**src/rtl/n_port_alloc_ctrl.sv**
```systemverilog
// ============================================================================
// Module      : n_port_alloc_ctrl
// Description : North output port wormhole allocator. Round-robin arbitration
//               over s/w/e/l inputs, packet-long grant hold, credit tracking.
// Revision    : 1.0 - initial release
// ============================================================================
`default_nettype none

module n_port_alloc_ctrl #(
  parameter int CREDIT_DEPTH = 4,
  parameter int CW           = 3
) (
  input  logic          clk,
  input  logic          reset,
  input  logic [3:0]    req_i,
  input  logic [3:0]    tail_i,
  input  logic          credit_return_i,
  output logic [3:0]    gnt_o,
  output logic [2:0]    sel_o,
  output logic          xfer_o,
  output logic          change_order_o,
  output logic [CW-1:0] credit_cnt_o,
  output logic          err_o
);

  localparam logic [0:0]    c_st_idle = 1'b0;
  localparam logic [0:0]    c_st_lock = 1'b1;
  localparam logic [CW-1:0] c_depth   = CW'(CREDIT_DEPTH);
  localparam logic [1:0]    c_idx_l   = 2'd0;

  logic [0:0]    r_state;
  logic [0:0]    w_state_nxt;
  logic [3:0]    r_gnt;
  logic [2:0]    r_sel;
  logic [1:0]    r_gidx;
  logic [1:0]    r_ptr;
  logic          r_change;
  logic          r_err;
  logic [CW-1:0] r_credit;

  logic          w_have_credit;
  logic          w_win_found;
  logic [1:0]    w_win_idx;
  logic [1:0]    w_cand;
  logic          w_grant;
  logic          w_xfer;
  logic          w_release;
  logic          w_cr_inc;
  logic          w_cr_dec;

  assign w_have_credit = (r_credit != '0);

  // Cyclic search s -> w -> e -> l starting just after the last winner.
  always_comb begin
    w_win_found = 1'b0;
    w_win_idx   = 2'd0;
    w_cand      = 2'd0;
    for (int i = 1; i <= 4; i++) begin
      w_cand = r_ptr - 2'(i);
      if (!w_win_found && req_i[w_cand]) begin
        w_win_found = 1'b1;
        w_win_idx   = w_cand;
      end
    end
  end

  // State register
  always_ff @(posedge clk or negedge reset) begin
    if (!reset) begin
      r_state <= c_st_idle;
    end else begin
      r_state <= w_state_nxt;
    end
  end

  // Next-state logic
  always_comb begin
    w_state_nxt = r_state;
    case (r_state)
      c_st_idle: if (w_grant)   w_state_nxt = c_st_lock;
      c_st_lock: if (w_release) w_state_nxt = c_st_idle;
      default:                  w_state_nxt = c_st_idle;
    endcase
  end

  // Output / control decode
  always_comb begin
    w_grant   = 1'b0;
    w_xfer    = 1'b0;
    w_release = 1'b0;
    case (r_state)
      c_st_idle: begin
        w_grant = w_win_found && w_have_credit;
      end
      c_st_lock: begin
        w_xfer    = (|(req_i & r_gnt)) && w_have_credit;
        w_release = w_xfer && (|(tail_i & r_gnt));
      end
      default: begin
        w_grant = 1'b0;
      end
    endcase
  end

  assign w_cr_dec = w_xfer && !credit_return_i;
  assign w_cr_inc = credit_return_i && !w_xfer;

  // Grant, select and priority pointer; held unchanged across the packet.
  always_ff @(posedge clk or negedge reset) begin
    if (!reset) begin
      r_gnt    <= 4'b0000;
      r_sel    <= 3'd0;
      r_gidx   <= 2'd0;
      r_ptr    <= c_idx_l;
      r_change <= 1'b0;
    end else begin
      r_change <= w_release;
      if (w_grant) begin
        r_gnt         <= 4'b0000;
        r_gnt[w_win_idx] <= 1'b1;
        r_sel         <= 3'd4 - {1'b0, w_win_idx};
        r_gidx        <= w_win_idx;
      end else if (w_release) begin
        r_gnt <= 4'b0000;
        r_sel <= 3'd0;
        r_ptr <= r_gidx;
      end
    end
  end

  // Credit counter; a return into a full counter is an upstream protocol error.
  always_ff @(posedge clk or negedge reset) begin
    if (!reset) begin
      r_credit <= c_depth;
      r_err    <= 1'b0;
    end else begin
      if (w_cr_dec) begin
        r_credit <= r_credit - 1'b1;
      end else if (w_cr_inc) begin
        if (r_credit == c_depth) begin
          r_err <= 1'b1;
        end else begin
          r_credit <= r_credit + 1'b1;
        end
      end
    end
  end

  assign gnt_o          = r_gnt;
  assign sel_o          = r_sel;
  assign xfer_o         = w_xfer;
  assign change_order_o = r_change;
  assign credit_cnt_o   = r_credit;
  assign err_o          = r_err;

endmodule

`default_nettype wire

```
**config.mk**
```make
export PLATFORM = sky130hd
export DESIGN_NAME = n_port_alloc_ctrl
export DESIGN_NICKNAME = d
export VERILOG_FILES = /design/src/rtl/n_port_alloc_ctrl.sv
export SDC_FILE = /design/constraint.sdc
export NUM_CORES = 1
export LEC_CHECK = 0
export CELL_PAD_IN_SITES_DETAIL_PLACEMENT = 1
export CELL_PAD_IN_SITES_GLOBAL_PLACEMENT = 2
export CORE_UTILIZATION = 30
export CTS_BUF_LIST = sky130_fd_sc_hd__clkbuf_2 sky130_fd_sc_hd__clkbuf_4 sky130_fd_sc_hd__clkbuf_8
export CTS_CLUSTER_DIAMETER = 200
export DETAILED_ROUTE_END_ITERATION = 7
export GPL_ROUTABILITY_DRIVEN = 0
export GPL_TIMING_DRIVEN = 0
export PLACE_DENSITY_LB_ADDON = 0.1
export RECOVER_POWER = 25
export SETUP_SLACK_MARGIN = 0.4
export SLEW_MARGIN = 10
export SYNTH_ARGS = -nofsm -noshare
export SYNTH_HDL_FRONTEND = slang
export SYNTH_SLANG_ARGS = --single-unit
```
**constraint.sdc**
```tcl
create_clock -name clk -period 3.2 [get_ports clk]
set_input_delay 0.8 -clock clk [delete_from_list [all_inputs] [get_ports clk]]
set_output_delay 0.8 -clock clk [all_outputs]
set_load 0.005 [all_outputs]
```
After elaboration in Yosys (flattened, before gate mapping):

Index checks and enable logic that the tools add are counted.
Widths: inputs -> output; s select.

* register bits: 17
* bits of input ports: 11
* output and inout port bits: 13
* logic and storage cells: 80

* add/subtract/negate cells: 6
* magnitude comparators: 6
* eq/ne operators: 2
* multiplexer cells: 31
* bitwise logic cells: 5
* reductions and logical operators: 22

Operator list (count)
* $lt 2x3->1 const B: 5
* $mux 3: 5
* $mux 1: 14
* $logic_and 1x1->1: 9
* $and 4x4->4: 2
* $bmux 1 s2: 4
* $mux 2: 4
* $mux 4: 2
* $reduce_or 4->1: 2
* $logic_not 1->1: 5
* $reduce_and 2->1: 2
* $reduce_bool 2->1: 2
* $sub 2x2->2 const B: 2
* $add 3x1->3 const B: 1
* $eq 3x3->1 const B: 1
* $not 1->1: 3
* $reduce_and 3->1: 1
* $reduce_bool 3->1: 1
* $sub 3x1->3 const B: 1
* $sub 3x2->3 const A: 1
* $demux 1 s2: 1
* $ge 2x1->1 const B: 1
* $ne 2x2->1 const B: 1
* $pmux 1 s2: 1
* $sub 2x1->2 const B: 1

Longest topological paths before layout:

Gate-level depths: netlist of the first run.

* depth after elaboration: 18
* depth in mapped cells: 9
* gate-level depth less buffers: 9

Worst setup path after synthesis of the first run:

OpenSTA, ideal clock, no wires.

* path kind: input to register
* start point: input port req_i[2]
* end point: register r_credit[2] (netlist: credit_cnt_o[2])
* setup time: 0.089 ns
* data arrival time: 2.649 ns
* data required time: 3.111 ns
* slack: 0.462 ns
* stages: 9
* path buffers: 0
* cells stage by stage: a22oi_1 > a211o_1 > inv_1 > ha_1 > inv_1 > fa_1 > or4_1 > a21oi_1 > a221oi_1

* longest elaborated chain between the ends: 8
* elaborated cells on any way between the ends: 11
* those cells by class: eq/ne: 1; mux: 2; bitwise: 1; reduce/logical: 7

Ends and longest elaborated chain
* start: declaration: RTL line 15 `input logic [3:0] req_i,`
* $and 4x4->4 *: RTL line 96 `w_xfer = (|(req_i & r_gnt)) && w_have_credit;`
* $reduce_or 4->1 *: RTL line 96
* $logic_and 1x1->1 *: RTL line 96
* $mux 1 *: RTL line 91 `case (r_state)`
* via xfer_o: RTL line 20 `output logic xfer_o,`
* $logic_not 1->1: RTL line 106 `assign w_cr_inc = credit_return_i && !w_xfer;`
* $logic_and 1x1->1: RTL line 106
* $reduce_bool 2->1 (no line)
* $reduce_and 2->1 (no line)
* end signal: assignment: RTL line 134 `r_credit <= c_depth;`
* end signal: assignment: RTL line 138 `r_credit <= r_credit - 1'b1;`
* end signal: assignment: RTL line 143 `r_credit <= r_credit + 1'b1;`
* end: declaration: RTL line 39 `logic [CW-1:0] r_credit;`

The timed path passes the listed nets; every way through them passes the cells marked *.
A chain may end at the register's enable or synchronous reset.

Worst setup path after layout of the first run:

* start point: input port req_i[3]
* end point: register r_credit[2] (netlist: credit_cnt_o[2])

* longest elaborated chain between the ends: 8
* elaborated cells on any way between the ends: 11
* those cells by class: eq/ne: 1; mux: 2; bitwise: 1; reduce/logical: 7

Ends and longest elaborated chain (RTL line)
* $and 4x4->4 *: 96
* $reduce_or 4->1 *: 96
* $logic_and 1x1->1 *: 96
* $mux 1 *: 91
* $logic_not 1->1: 106
* $logic_and 1x1->1: 106
* $reduce_bool 2->1 (no line)
* $reduce_and 2->1 (no line)

Every way passes the cells marked *; elsewhere a longest branch is shown, timed or not.

==> metrics.md, run 1 <==
| Metric | Value |
|---|---|
| Initial antenna violation count | 0 |
| Final setup viols | 0 |
| Synth-to-layout area growth | 33.5% |
| Clock Path Buffers | 2 |
| I/O Pins | 24 |
| DR iter-0 viols | 17 |
| Critical path start-end classification | primary input to flip-flop |
| Root Buffer | clkbuf_4 |
| Commonest non-fill, non-tap cell in the layout | clkdlybuf4s50_1 |
| Final Hold Fails | 0 |
| Crit path max-delay family | compound AO/OA/AOI/OAI gates |
| Area occupied by multi-input gates | 439 um^2 |
| Pwr dens | 949 nW/um^2 |
| Synth async-reset ratio | 100% |
| Tightest Pin Transition | 0.737 ns |
| Initial core utilization | 32.3% |
| Area leader, netlist | dfrtp_1 |
| Clock-pin transition on the worst setup and hold timing paths | 0.09 ns |
| GRT Total Usage | 14.3% |
| Syn nets | 109 |
| Slowest CP cell | or4_1 |
| Unrepaired setup endpoints after global routing | false |
| Row count | 19 |
| Status | finished, violations left |
| Non-filler cells, final | 150 |
| Instance area at placement | 1180 um^2 |
| Clock sinks | 16 |
| Worst path cell trace | clkdlybuf4s15_2 -> a22oi_1 -> a211o_1 -> inv_1 -> ha_1 -> inv_1 -> fa_2 -> or4_1 -> a21oi_1 -> a221oi_1 |
| Most frequent CP cell | inv_1 |
| Relative slew slack | 50.7% |
| Synth unique cells | 34 |
| Clk_skew | 0.00549 ns |
| Fin. max-slew vios | 0 |
| Num CTS Buffers | 3 |
| Die height | 57.0 um |
| Remaining routing DRC violations | 6 |
| CP startpoint kind | primary input |
| Leakage | 0.561 nW |
| Post-synth EDFFs | 0 |
| Post-CTS Hold Buffers | 0 |
| MaxCap Viol Count | 0 |
| Average vias per placed instance | 5.11 |
| DR top layer | met4 |
| Antenna Cells | 0 |
| Failing checks | DRC |
| Fillcell total | 325 |
| Largest net degree at the start of global routing | 17 |
| #FFs+latches synth | 16 |
| Met2 wire len | 869 um |
| Seq/Total Area, Yosys | 44.3% |
| Clk_lat worst skew | 0.29 ns |
| Top FF cell, synth | dfrtp_1 |
| Final #Nets | 138 |
| Worst EP required | 3.42 ns |
| Post-route cell area | 1210 um^2 |
| Cells after synthesis | 91 |
| Final Critical Period | 2.69 ns |
| Placed instance count | 145 |
| Syn Area/Cell | 9.97 um^2 |
| Core box area | 2810 um^2 |
| Routed Antenna Nets | 0 |
| Wirelength per Cell | 14.2 um |
| GRT overflow | 0 |
| Setup crit end kind | flip-flop |
| Yosys warning total | 0 |
| Post-DP HPWL | 1610 um |
| Worst path max stage delay | 0.51 ns |
| I/O Buffers | 23 |
| Die width | 57.0 um |
| Synth top area share | 41.4% |
| Maximum VDD drop | 0.503 mV |
| CP max FO | 4 |
| Sequential cell area | 402 um^2 |
| Cell Area, Synth | 907 um^2 |
| Via count | 766 |
| CP bufs+invs | 3 |
| TritonCTS clock tree | yes |
| Most frequent cells in the layout | 17 x clkdlybuf4s50_1, 15 x dfrtp_1, 14 x inv_1, 9 x nand2_1, 6 x ha_1 |
| Total power draw | 0.00115 W |
| DRT Wirelength | 2120 um |
| Period Utilization, post-route | 84.0% |
| Die Area | 3250 um^2 |
| Met1 WL | 1080 um |
| Crit path DAT | 2.90 ns |
| First-pass detailed-route iteration total | 6 |
| Global-route wire length before repair | 3580 um |
| Min-delay worst type | flip-flop to flip-flop |
| Detail Route met3 WL | 164 um |
| Synth top area cells | dfrtp_1 41%, ha_1 8.3%, inv_1 5.8%, nand2_1 3.7%, o22ai_1 3.4% |
| Achievable Freq | 0.372 GHz |
| Share of cells above drive strength 1 | 16.8% |
| H-Tree Depth | 1 |
| Vias in the first global route | 759 |
## per-layer routing
metal	vias to the layer above	track usage (%)
li1	374	-
met1	367	20.4
met2	23	20.8
met3	2	4.99
met4	0	3.14
met5	-	0
## cell usage after synthesis, types with 2 or more instances
cell type and instances:
a21oi_1 4, a22oi_1 4, dfrtp_1 15, ha_1 6, inv_1 14, mux2_4 2, nand2_1 9, nor2_1 5
o21ai_0 3, o22ai_1 5
## worst reg2reg max path, delay by kind of cell (launching register included)
family / cells / cell delay [ns]
buffers and inverters: 2 / 0.16
flip-flops: 1 / 0.61
AO/OA/AOI/OAI: 3 / 0.50
adder cells (fa/ha/maj): 2 / 0.60
AND/OR/NAND/NOR: 2 / 0.58
## logic make-up (layout without fill, tap and decap cells)
family	Yosys count	after routing	synth area share, %
DFF	16	16	44.3
AOI/OAI and AO/OA	27	27	21.9
buffers and inverters	17	45	7.59
and+or+nand+nor	21	21	11.2
adders and majority gates	7	7	10.5
muxes	3	3	4.55
## sequential cells by signal, summed over array words and instances, names as in the netlist
name and cells:
r_state 1, sel_o 2, r_gidx 2, r_ptr 2, gnt_o 4, change_order_o 1
credit_cnt_o 3, err_o 1
## worst paths after layout
| path | cells past startpoint | to | slack [ns] | startpoint |
|---|---|---|---|---|
| max | 10 | credit_cnt_o[2] | 0.51 | req_i[3] |
| min | 1 | err_o | 0.48 | err_o |
| max reg2reg | 9 | credit_cnt_o[2] | 0.66 | credit_cnt_o[2] |
| min reg2reg | 1 | err_o | 0.48 | err_o |
| max in group asynchronous | 1 | err_o | 1.73 | reset |
| min in group asynchronous | 1 | r_gidx[1] | 1.00 | reset |
## timing repair
item,CTS,global route
gates resized for setup,14,3
buffers inserted,1,0
setup endpoints to repair,2,2
pin swaps,1,1
## per-stage QoR
| stage | setup WS [ns] | utilization, % | hold WS (ns) | setup TNS (ns) |
|---|---|---|---|---|
| after CTS | 0.408 | 43.2 | 0.490 | 0 |
| after global placement | -0.282 | 41.9 | 0.450 | -0.331 |
| after global routing | 0.452 | 43.2 | 0.512 | 0 |
| after floorplan | 0.462 | - | 0.456 | 0 |
| after detailed placement | -0.327 | 41.9 | 0.468 | -0.390 |
| final | 0.512 | 43.2 | 0.479 | 0 |
## layout make-up
| cell class | instances | share of cell area (%) |
|---|---|---|
| Timing Repair Buffer | 24 | 18.7 |
| Sequential cell | 16 | 33.2 |
| Buffer | 3 | 1.34 |
| Multi-Input combinational cell | 58 | 36.3 |
| Inverter | 14 | 4.34 |
| Tap cell | 31 | 3.20 |
| Clock buffer | 4 | 3.00 |
## where the power goes
| group | switching (W) | total, W | internal, W | leakage (nW) |
|---|---|---|---|---|
| Clock | 0.0000654 | 0.000135 | 0.0000694 | 0.0210 |
| Combinational | 0.000279 | 0.000613 | 0.000333 | 0.345 |
| Sequential | 0.0000987 | 0.000402 | 0.000303 | 0.195 |
| Total | 0.000444 | 0.00115 | 0.000706 | 0.561 |
(Power assumes the default switching activity.)
==> inputs of run 2 (changes only) <==
- clock period: 3.2 -> 2.8 ns (I/O delays scaled with it)
==> run 2 against run 1 <==
  * The flow still finishes with violations (DRC)
  * Cell count up 2.7%
  * Utilization up 3.0 points
  * Total power up 27%
  * Via count up 6.0%
  * Clock skew down 0.0038 ns
  * Global-route usage up 1.9 points
  * Combinational power up 38%
  * Sequential power up 14%
  * Die area unchanged
  * Sequential share of layout area down 2.0 points
  * Routed wire length up 11%
  * Largest power group unchanged
==> metrics.md, run 2 (synthesis results as in run 1) <==
| Metric | Value |
|---|---|
| Clock Path Buffers | 2 (unchanged) |
| Worst EP required | 3.02 ns (-0.40 ns) |
| Final Critical Period | 2.39 ns |
| Via count | 812 (+6.0%) |
| TritonCTS clock tree | yes |
| Crit path DAT | 2.61 ns (-0.29 ns) |
| Achievable Freq | 0.419 GHz |
| Num CTS Buffers | 3 (unchanged) |
| GRT overflow | 0 (unchanged) |
| Initial antenna violation count | 0 (unchanged) |
| Final setup viols | 0 (unchanged) |
| CP startpoint | req_i[3] |
| Wirelength per Cell | 15.3 um (+8.0%) |
| Min-delay worst type | flip-flop to flip-flop |
| GRT Total Usage | 16.1% (+1.9 points) |
| Relative slew slack | 50.4% (-0.26 points) |
| DRT Wirelength | 2360 um (+11%) |
| Final #Nets | 142 (+2.9%) |
| Core box area | 2810 um^2 (unchanged) |
| CP max FO | 4 (unchanged) |
| Global-route wire length before repair | 4000 um (+12%) |
| Tightest Pin Transition | 0.741 ns (+0.00383 ns) |
| Die width | 57.0 um (unchanged) |
| Status | finished, violations left |
| Failing checks | DRC |
| Worst hold start | err_o |
| Clock sinks | 16 (unchanged) |
| Final Hold Fails | 0 (unchanged) |
| Average vias per placed instance | 5.27 (+3.3%) |
| Fin. max-slew vios | 0 (unchanged) |
| DR iter-0 viols | 34 (+17) |
| Remaining routing DRC violations | 8 (+2) |
| I/O Pins | 24 (unchanged) |
| Clk_skew | 0.00165 ns (-0.00384 ns) |
| Critical path start-end classification | primary input to flip-flop |
| Commonest non-fill, non-tap cell in the layout | clkdlybuf4s50_1 |
| MaxCap Viol Count | 0 (unchanged) |
| Non-filler cells, final | 154 (+2.7%) |
| H-Tree Depth | 1 (unchanged) |
| Largest net degree at the start of global routing | 17 (unchanged) |
| Die Area | 3250 um^2 (unchanged) |
| Vias in the first global route | 827 (+9.0%) |
| Worst r2r src | credit_cnt_o[2] |
| Share of cells above drive strength 1 | 27.6% (+11 points) |
| Clock-pin transition on the worst setup and hold timing paths | 0.09 ns (about the same) |
| Routed Antenna Nets | 0 (unchanged) |
| Row count | 19 (unchanged) |
| Period Utilization, post-route | 85.2% |
| Post-DP HPWL | 1670 um (+3.6%) |
| Pwr dens | 1130 nW/um^2 (+19%) |
| I/O Buffers | 23 (unchanged) |
| Initial core utilization | 32.3% (unchanged) |
| Max reg flops | 4 (unchanged) |
| Synth-to-layout area growth | 42.8% |
| Maximum VDD drop | 0.493 mV (-2.0%) |
| Hold Worst Slack | 0.473 ns (-0.00626 ns) |
| Setup crit end kind | flip-flop |
| Clk_lat worst skew | 0.29 ns (about the same) |
| First-pass detailed-route iteration total | 8 (+2) |
| Total power draw | 0.00146 W (+27%) |
| Root Buffer | clkbuf_4 |
| Leakage | 0.575 nW (+2.6%) |
| Die height | 57.0 um (unchanged) |
| Most frequent cells in the layout | 17 x clkdlybuf4s50_1, 13 x dfrtp_1, 12 x inv_1, 9 x nand2_1, 8 x buf_4 |
| Unrepaired setup endpoints after global routing | true |
| Placed instance count | 145 (unchanged) |
| CP startpoint kind | primary input |
| Final Util | 46.2% (+3.0 points) |
| Antenna Cells | 0 (unchanged) |
-- run 2: changes by cell type in the layout (fill, tap and decap cells not counted), moves of 2 or more --
cell     delta
inv_2       +2
dfrtp_2     +2
dfrtp_1     -2
a22oi_2     +2
buf_2       -3
buf_4       +6
buf_6       +2
inv_1       -2
a22oi_1     -2
-- run 2: metrics by stage --
step / setup WS [ns] / setup TNS (ns) / cell area [um^2]
after CTS: 0.358 / 0 / 1260
after global routing: 0.356 / 0 / 1290
after global placement: -0.391 / -0.650 / 1200
after detailed placement: -0.429 / -0.690 / 1200
final: 0.414 / 0 / 1290
after floorplan: 0.323 / 0 / 927
-- run 2: report_power, final --
group          internal (W)  total, W  switching (W)
combinational      0.000463  0.000849       0.000386
sequential         0.000348  0.000458       0.000110
clock             0.0000793  0.000156      0.0000767
-- run 2: timing repair --
action | CTS | global route
setup endpoints to repair | 3 | 1
gates cloned | 0 | 0
buffers inserted | 4 | 1
gates resized for setup | 22 | 9
pin swaps | 5 | 5
hold buffers | 0 | 0
-- run 2: worst paths after layout --
kind,endpoint,slack (ns),cells past startpoint
max in group asynchronous,gnt_o[0],1.39,1
hold / removal,err_o,0.47,1
hold reg to reg,err_o,0.47,1
setup / recovery,credit_cnt_o[2],0.41,11
min in group asynchronous,sel_o[1],0.90,1
setup reg to reg,credit_cnt_o[2],0.43,10
-- run 2: layout make-up --
type / count / area [um^2]
flip-flops and latches: 16 / 404
plain buffers: 3 / 16.3
multi-input cells: 58 / 483
inverters: 14 / 52.6
well taps: 31 / 38.8
clock buffers: 4 / 36.3
repair buffers: 28 / 264
fillers: 318 / 1510
-- run 2: routing by layer --
metal  track usage, %  part of all wire [%]
met1             23.2                    51
met2             24.4                    42
met3             2.72                   5.6
met4             6.27                   1.7
met5                0                     0
-- run 2: worst max-delay path: stages --
cell	delay (ns)
buf_4	0.11
a22oi_2	0.05
a211o_1	0.33
inv_2	0.07
buf_6	0.09
ha_4	0.14
inv_2	0.04
fa_2	0.39
or4_4	0.51
a21oi_4	0.13
a221oi_2	0.04
